File: src/rtl/video_pkg.sv
// Shared types for the 240p raster generator: counter width,
// refresh-mode encoding and the per-mode vertical timing bundle.
package video_pkg;

  localparam int CW = 10;

  typedef enum logic {
    MODE_60 = 1'b0,
    MODE_50 = 1'b1
  } mode_e;

  typedef struct packed {
    logic [CW-1:0] v_active;
    logic [CW-1:0] v_total;
  } vtiming_t;

  function automatic int h_total_f(
    input int act,
    input int fp,
    input int sync,
    input int bp
  );
    return act + fp + sync + bp;
  endfunction

  function automatic vtiming_t vt_f(
    input int act,
    input int tot
  );
    vtiming_t t;
    t.v_active = CW'(act);
    t.v_total  = CW'(tot);
    return t;
  endfunction

endpackage

File: src/rtl/video_timing_ce_divider.sv
// Pixel-clock enable: ce_next flags the last divider phase,
// ce_pix is its registered copy (one clk in every CLK_DIV).
module ce_divider #(
  parameter int CLK_DIV = 4
) (
  input  logic clk,
  input  logic reset_n,
  output logic ce_next,
  output logic ce_pix
);

  localparam int DW = $clog2(CLK_DIV);
  localparam logic [DW-1:0] DIV_MAX = DW'(CLK_DIV - 1);

  logic [DW-1:0] div_q;
  logic [DW-1:0] div_d;
  logic          ce_pix_q;
  logic          ce_pix_d;

  always_comb begin
    ce_next  = (div_q == DIV_MAX);
    div_d    = ce_next ? '0 : div_q + DW'(1);
    ce_pix_d = ce_next;
  end

  always_ff @(posedge clk or negedge reset_n) begin
    if (!reset_n) begin
      div_q    <= '0;
      ce_pix_q <= 1'b0;
    end else begin
      div_q    <= div_d;
      ce_pix_q <= ce_pix_d;
    end
  end

  assign ce_pix = ce_pix_q;

endmodule

File: src/rtl/video_timing.sv
// Raster timing / pixel-address generator, 60/50 Hz selectable.
// Define INTERLACE_EN for 480i/576i field alternation.
module video_timing
  import video_pkg::*;
#(
  parameter int CLK_DIV     = 4,
  parameter int H_ACTIVE    = 320,
  parameter int H_FP        = 8,
  parameter int H_SYNC      = 32,
  parameter int H_BP        = 32,
  parameter int V_ACTIVE_60 = 240,
  parameter int V_TOTAL_60  = 262,
  parameter int V_ACTIVE_50 = 288,
  parameter int V_TOTAL_50  = 312,
  parameter int V_FP        = 3,
  parameter int V_SYNC      = 3,
  parameter bit HSYNC_POL   = 1'b0,
  parameter bit VSYNC_POL   = 1'b1,
  parameter int AW          = 17
) (
  input  logic          clk,
  input  logic          reset_n,
  input  logic          mode_pal,
  input  logic          interlace,
  output logic          ce_pix,
  output logic [9:0]    hc,
  output logic [9:0]    vc,
  output logic          h_blank,
  output logic          v_blank,
  output logic          de,
  output logic          h_sync,
  output logic          v_sync,
  output logic          frame_start,
  output logic          field,
  output logic          mode_active,
  output logic [AW-1:0] addr
);

  localparam int H_TOTAL = h_total_f(H_ACTIVE, H_FP, H_SYNC, H_BP);

  localparam logic [CW-1:0] H_LAST = CW'(H_TOTAL - 1);
  localparam logic [CW-1:0] H_HALF = CW'(H_TOTAL / 2);
  localparam logic [CW-1:0] HA     = CW'(H_ACTIVE);
  localparam logic [CW-1:0] HS_ON  = CW'(H_ACTIVE + H_FP);
  localparam logic [CW-1:0] HS_OFF = CW'(H_ACTIVE + H_FP + H_SYNC);
  localparam logic [CW-1:0] VFP    = CW'(V_FP);
  localparam logic [CW-1:0] VSW    = CW'(V_SYNC);
  localparam logic [CW-1:0] V_RST  = CW'(V_TOTAL_60 - 1);

  localparam vtiming_t VT_60 = vt_f(V_ACTIVE_60, V_TOTAL_60);
  localparam vtiming_t VT_50 = vt_f(V_ACTIVE_50, V_TOTAL_50);

  logic ce_next;

  ce_divider #(
    .CLK_DIV (CLK_DIV)
  ) u_ce (
    .clk     (clk),
    .reset_n (reset_n),
    .ce_next (ce_next),
    .ce_pix  (ce_pix)
  );

  logic [CW-1:0] hc_q, hc_d;
  logic [CW-1:0] vc_q, vc_d;
  mode_e         mode_q, mode_d;
  logic          field_q, field_d;
  logic [AW-1:0] addr_q, addr_d;
  logic          frame_start_q, frame_start_d;
  logic          h_blank_q, h_blank_d;
  logic          v_blank_q, v_blank_d;
  logic          de_q, de_d;
  logic          hs_act_q, hs_act_d;
  logic          vs_act_q, vs_act_d;

  vtiming_t      vt_cur;
  vtiming_t      vt_nxt;
  logic [CW-1:0] v_last;
  logic [CW-1:0] vs_on;
  logic [CW-1:0] vs_off;
  logic          wrap;

  // Raster advance; mode and field are only re-latched at the frame wrap.
  always_comb begin
    hc_d          = hc_q;
    vc_d          = vc_q;
    mode_d        = mode_q;
    field_d       = field_q;
    addr_d        = addr_q;
    frame_start_d = 1'b0;
    wrap          = 1'b0;
    vt_cur        = (mode_q == MODE_50) ? VT_50 : VT_60;
    v_last        = vt_cur.v_total - CW'(1) + CW'(field_q);
    if (ce_next) begin
      if (de_q) begin
        addr_d = addr_q + AW'(1);
      end
      if (hc_q != H_LAST) begin
        hc_d = hc_q + CW'(1);
      end else begin
        hc_d = '0;
        if (vc_q != v_last) begin
          vc_d = vc_q + CW'(1);
        end else begin
          vc_d = '0;
          wrap = 1'b1;
        end
      end
    end
    if (wrap) begin
      mode_d        = mode_e'(mode_pal);
      addr_d        = '0;
      frame_start_d = 1'b1;
`ifdef INTERLACE_EN
      field_d       = interlace & ~field_q;
`endif
    end
  end

`ifndef INTERLACE_EN
  logic unused_interlace;
  assign unused_interlace = interlace;
`endif

  // Decode from the next position so flags line up with hc/vc.
  always_comb begin
    vt_nxt    = (mode_d == MODE_50) ? VT_50 : VT_60;
    vs_on     = vt_nxt.v_active + VFP;
    vs_off    = vs_on + VSW;
    h_blank_d = (hc_d >= HA);
    hs_act_d  = (hc_d >= HS_ON) && (hc_d < HS_OFF);
    v_blank_d = (vc_d >= vt_nxt.v_active);
    vs_act_d  = (vc_d >= vs_on) && (vc_d < vs_off);
    if (field_d) begin
      vs_act_d = ({vc_d, hc_d} >= {vs_on, H_HALF}) &&
                 ({vc_d, hc_d} <  {vs_off, H_HALF});
    end
    de_d = !h_blank_d && !v_blank_d;
  end

  always_ff @(posedge clk or negedge reset_n) begin
    if (!reset_n) begin
      hc_q          <= H_LAST;
      vc_q          <= V_RST;
      mode_q        <= MODE_60;
      field_q       <= 1'b0;
      addr_q        <= '0;
      frame_start_q <= 1'b0;
      h_blank_q     <= 1'b1;
      v_blank_q     <= 1'b1;
      de_q          <= 1'b0;
      hs_act_q      <= 1'b0;
      vs_act_q      <= 1'b0;
    end else begin
      hc_q          <= hc_d;
      vc_q          <= vc_d;
      mode_q        <= mode_d;
      field_q       <= field_d;
      addr_q        <= addr_d;
      frame_start_q <= frame_start_d;
      h_blank_q     <= h_blank_d;
      v_blank_q     <= v_blank_d;
      de_q          <= de_d;
      hs_act_q      <= hs_act_d;
      vs_act_q      <= vs_act_d;
    end
  end

  assign hc          = hc_q;
  assign vc          = vc_q;
  assign h_blank     = h_blank_q;
  assign v_blank     = v_blank_q;
  assign de          = de_q;
  assign h_sync      = hs_act_q ? HSYNC_POL : ~HSYNC_POL;
  assign v_sync      = vs_act_q ? VSYNC_POL : ~VSYNC_POL;
  assign frame_start = frame_start_q;
  assign field       = field_q;
  assign mode_active = (mode_q == MODE_50);
  assign addr        = addr_q;

endmodule
File: config.mk
export PLATFORM = sky130hd
export DESIGN_NAME = video_timing
export DESIGN_NICKNAME = d
export VERILOG_FILES = /design/src/rtl/video_pkg.sv /design/src/rtl/video_timing_ce_divider.sv /design/src/rtl/video_timing.sv
export SDC_FILE = /design/constraint.sdc
export NUM_CORES = 1
export LEC_CHECK = 0
export ABC_AREA = 1
export BUFFER_PORTS_ARGS = -buffer_cell sky130_fd_sc_hd__buf_2
export CORE_MARGIN = 4
export CORE_UTILIZATION = 50
export DETAILED_ROUTE_END_ITERATION = 6
export PLACE_DENSITY = 0.71
export SYNTH_ARGS = -nofsm -noshare
export SYNTH_HDL_FRONTEND = slang
export SYNTH_SLANG_ARGS = --single-unit
File: constraint.sdc
create_clock -name clk -period 5.9 [get_ports clk]
set_input_delay 0 -clock clk [delete_from_list [all_inputs] [get_ports clk]]
set_output_delay 0 -clock clk [all_outputs]
set_load 0.01 [all_outputs]
==> results.txt <==
The flow ran to the end, and the final reports show no timing, DRC or antenna violations. The post-place instance area came out at 3040 um2. The number of enable flip-flop cells after synthesis came out at 0. Detailed placement finished with a half-perimeter wire length of 4.64 mm. The total number of yosys warnings came out at 0. The data arrival time of the worst path came out at 3.62 ns. The top cell type by area accounts for 33.7% of the synthesized area. Compared with the post-synthesis result, the final layout area differs by 14.8%. The number of clock buffers inserted by TritonCTS came out at 5. Net switching is 21.6% of the power. The number of endpoints failing setup at the final stage came out at 0. The worst register-to-register path has a depth of 16. The number of standard cells after synthesis is 352. In this run the critical register-to-register path is launched from u_ce.div_q[0]. The number of synthesized register bits came out at 47. The overall die area is 6740 um2. The slowest stage of the critical path is the sky130_fd_sc_hd__ha_1 cell. The portion of total power attributed to sequential cells is 58.7%. The sequential fraction of the synthesis area is 43.3%. The kind of cell with the highest combined delay along the critical path is simple AND/OR/NAND/NOR gates. The total via count in the routed design came out at 2,402. Among all flip-flop cells after synthesis, the most frequent one is sky130_fd_sc_hd__dfrtp_1. For the worst setup path, the data required time is 6.10 ns.

The pre-antenna-repair detailed-routing pass consisted of 4 iterations. The cell sitting at the root of the clock tree is a sky130_fd_sc_hd__clkbuf_8. The clock network fraction of total power is 39.4%. The number of max-slew violations in the final report is 0.

The net switching power is 119 uW. The analysis attributes to cell leakage a power of 1.64 nW. For this design the ratio of total power to cell area is 175 nW/um2. The worst setup path is of the flip-flop to flip-flop kind. For the final routed database, the setup TNS stands at 0 ns.

The maximum clock path buffer count is 2. In this run the horizontal extent of the chip is 82.1 um. The cell that appears most often on the critical path is sky130_fd_sc_hd__nor2_1.

The worst slew margin relative to its limit is 33.3%. The first-pass GRT wire length is 10.1 mm. The post-synthesis instance area came out at 2740 um2. From bottom edge to top edge, the die measures 82.1 um. The total inserted antenna cells came out at 0.

Setup repair after global routing left no endpoint under its margin. The largest vdd supply drop is 0.100 mV. The per-cell via count in the routed design came out at 5.07. On the final layout, the worst clock skew is 0.00933 ns. The post-synthesis async set-or-reset flop share is 100%. The area of the placeable core is 5200 um2. The path class of the tightest hold or removal check is primary input to flip-flop. The placed instance count is 465. The wire length reported by the detailed router is 6.05 mm.

Across the run, the number of max-cap violations was 0. The cell area after layout came out at 3150 um2. After clock tree synthesis, the clock-pin slew on the worst setup and hold paths is 0.09 ns. The achievable frequency came out at 293 MHz.

The worst hold margin is 0.0281 ns. Global routing consumed, over all layers together, 19.6% of the routing resources. The critical path goes through ha_1, inv_2, nor3_2, nand2_2, inv_1, nor2_1, nor2_1, inv_1, ha_1, nand3_1, nor2_1, nand4_1, nor2_1, nand2_1, nand2_2, nor2_2. The number of nets handed over by synthesis was 365. The critical path capture point type is a flip-flop.

The average instance in the mapped netlist occupies 7.80 um2. The final weighted congestion in routability-driven placement came out at 0.857. The post-layout net count came out at 416. For the pin with the worst max-slew slack, the measured transition is 1.00 ns. The internal power of the cells totals 431 uW.

OpenSTA, run right after detailed placement, puts the worst setup slack at 2.49 ns. The global-route congestion overflow total came out at 0. The number of clock sinks seen by CTS came out at 47. The number of gates resized after cts is 0. The worst reg-to-reg setup slack is 2.48 ns. Yosys mapped the design onto 34 distinct sky130hd cell types. STA classifies the critical path startpoint as a flip-flop. The count of non-filler cells in the finished layout came out at 474. The H-tree depth is 2. For the finished layout, the period the worst path requires is 3.42 ns. The wire length per cell came out at 12.8 um. The maximum number of pins on one net before global-route repair is 48. The biggest cell delay along the critical path came out at 0.49 ns. The initial core utilization is 52.7%. TritonCTS built the clock tree. The detail route stage leaves a number of antenna-violating nets equal to 0. The critical path depth in cells came out at 16.

The biggest fanout along the worst timing path is 15. The share of the clock period used by the worst path after layout came out at 57.9%. The combinational cell fraction of total power is 1.9%. By area the synthesized netlist is led by sky130_fd_sc_hd__dfrtp_1 (34%), sky130_fd_sc_hd__dfstp_2 (9.6%), sky130_fd_sc_hd__nand2_1 (9.4%), sky130_fd_sc_hd__inv_1 (7.1%), sky130_fd_sc_hd__nor2_1 (6.6%). The endpoint identified for the worst register-to-register timing path is de. The latest clock arrival within the worst-skew pair is 0.30 ns.

Buffers placed on the I/O ports in this run total 47. The violation count after the first detailed-routing iteration is 122. The number of global-route vias before repair is 2,196.

The origin of the worst setup path is u_ce.div_q[0]. The final count of hold timing violations is 0. The site row count came out at 26. The fraction of final layout cells sized beyond drive strength 1 is 23.5%. The combined buffer and inverter count along the critical path came out at 3. In this run the worst setup path terminates at de. The post-detailed-route DRC marker count came out at 0. The count of boundary I/O pins came out at 50. Of all cell types, the one taking the most synthesized area is sky130_fd_sc_hd__dfrtp_1. The final worst slack is 2.48 ns. The initial antenna violation count is 0.
stage by stage:
step | util (%) | power (mW)
after floorplan | - | 0.333
after CTS | 60.5 | 0.559
after global routing | 60.5 | 0.572
after global placement | 58.3 | 0.340
after detailed placement | 58.3 | 0.340
final | 60.5 | 0.550
sequential cells by signal, summed over array words and instances (netlist names), 2 cells and up:
| name | flops |
|---|---|
| addr | 17 |
| hc | 10 |
| vc | 10 |
| u_ce.div_q | 2 |
timing repair:
| action | 4_1_cts | 5_1_grt |
|---|---|---|
| hold buffers | 1 | 0 |
| setup buffers | 0 | 0 |
| endpoints found under the hold margin | 37 | 0 |
kinds of logic (layout without fill, tap and decap cells):
logic type	Yosys count	in the layout	synth area share (%)
other cells	1	1	0.137
buf+inv	62	114	9.07
xor+xnor	10	10	3.47
compound gates	37	37	7.62
flops	47	47	43.3
simple gates	186	186	32.3
fa+ha+maj	9	9	4.10
synth_stat cells (7+ instances only):
library cell / number
sky130_fd_sc_hd__nand3_2: 7
sky130_fd_sc_hd__a21oi_1: 16
sky130_fd_sc_hd__nand3_1: 24
sky130_fd_sc_hd__dfstp_2: 10
sky130_fd_sc_hd__inv_1: 52
sky130_fd_sc_hd__ha_1: 9
sky130_fd_sc_hd__nand2_1: 69
sky130_fd_sc_hd__nand4_1: 9
sky130_fd_sc_hd__dfrtp_1: 37
sky130_fd_sc_hd__o21ai_0: 10
sky130_fd_sc_hd__nor2_1: 48
sky130_fd_sc_hd__nor3_1: 11
layout make-up:
cell class	count	area, um2
clock buffer	7	96.3
clock inverter	1	7.51
fill	476	2060
inverter	58	218
multi-input combinational	243	1310
sequential	47	1190
tap	70	87.6
timing repair buffer	48	245
metal layers:
metal	part of all wire, %	wire, um	track usage, %	vias to the layer above
met3	6.1	369	4.17	7
met1	47	2840	26.3	1111
met2	46	2760	31.1	67
li1	-	-	-	1217
met4	1.4	82	6.98	0
met5	0	0	0	-
worst min path at each step:
stage / to / depth (start not counted) / start
after floorplan: addr[0] / 0 / reset_n
after global placement: hs_act_q / 1 / reset_n
after detailed placement: hc[5] / 1 / reset_n
after CTS: mode_active / 3 / mode_pal
after global routing: mode_active / 3 / mode_pal
final: mode_active / 3 / mode_pal
power groups by stage:
stage / combinational [mW] / sequential, mW / clock (mW)
2_1_floorplan: 0.00328 / 0.329 / 0
3_3_place_gp: 0.0106 / 0.329 / 0
3_5_place_dp: 0.0108 / 0.329 / 0
4_1_cts: 0.0113 / 0.323 / 0.225
5_1_grt: 0.0128 / 0.323 / 0.236
6_report: 0.0107 / 0.323 / 0.217
worst min-delay path: stages:
cell and delay [ns]:
sky130_fd_sc_hd__buf_2 0.10, sky130_fd_sc_hd__nor2_1 0.09, sky130_fd_sc_hd__nor2_1 0.10
layout by cell type (no fill, tap or decap), drive strengths merged, types with 2 or more instances in the layout:
cell type / n
and2: 2
dfrtp: 37
nor2: 55
o21a: 3
ha: 9
a21oi: 18
nand4: 9
buf: 47
clkbuf: 7
nand3: 31
nand2: 73
o21ai: 11
dfstp: 10
xnor2: 3
nor3: 14
xor2: 7
a31oi: 3
inv: 58
Note: power is estimated with default switching activity, not from simulation.
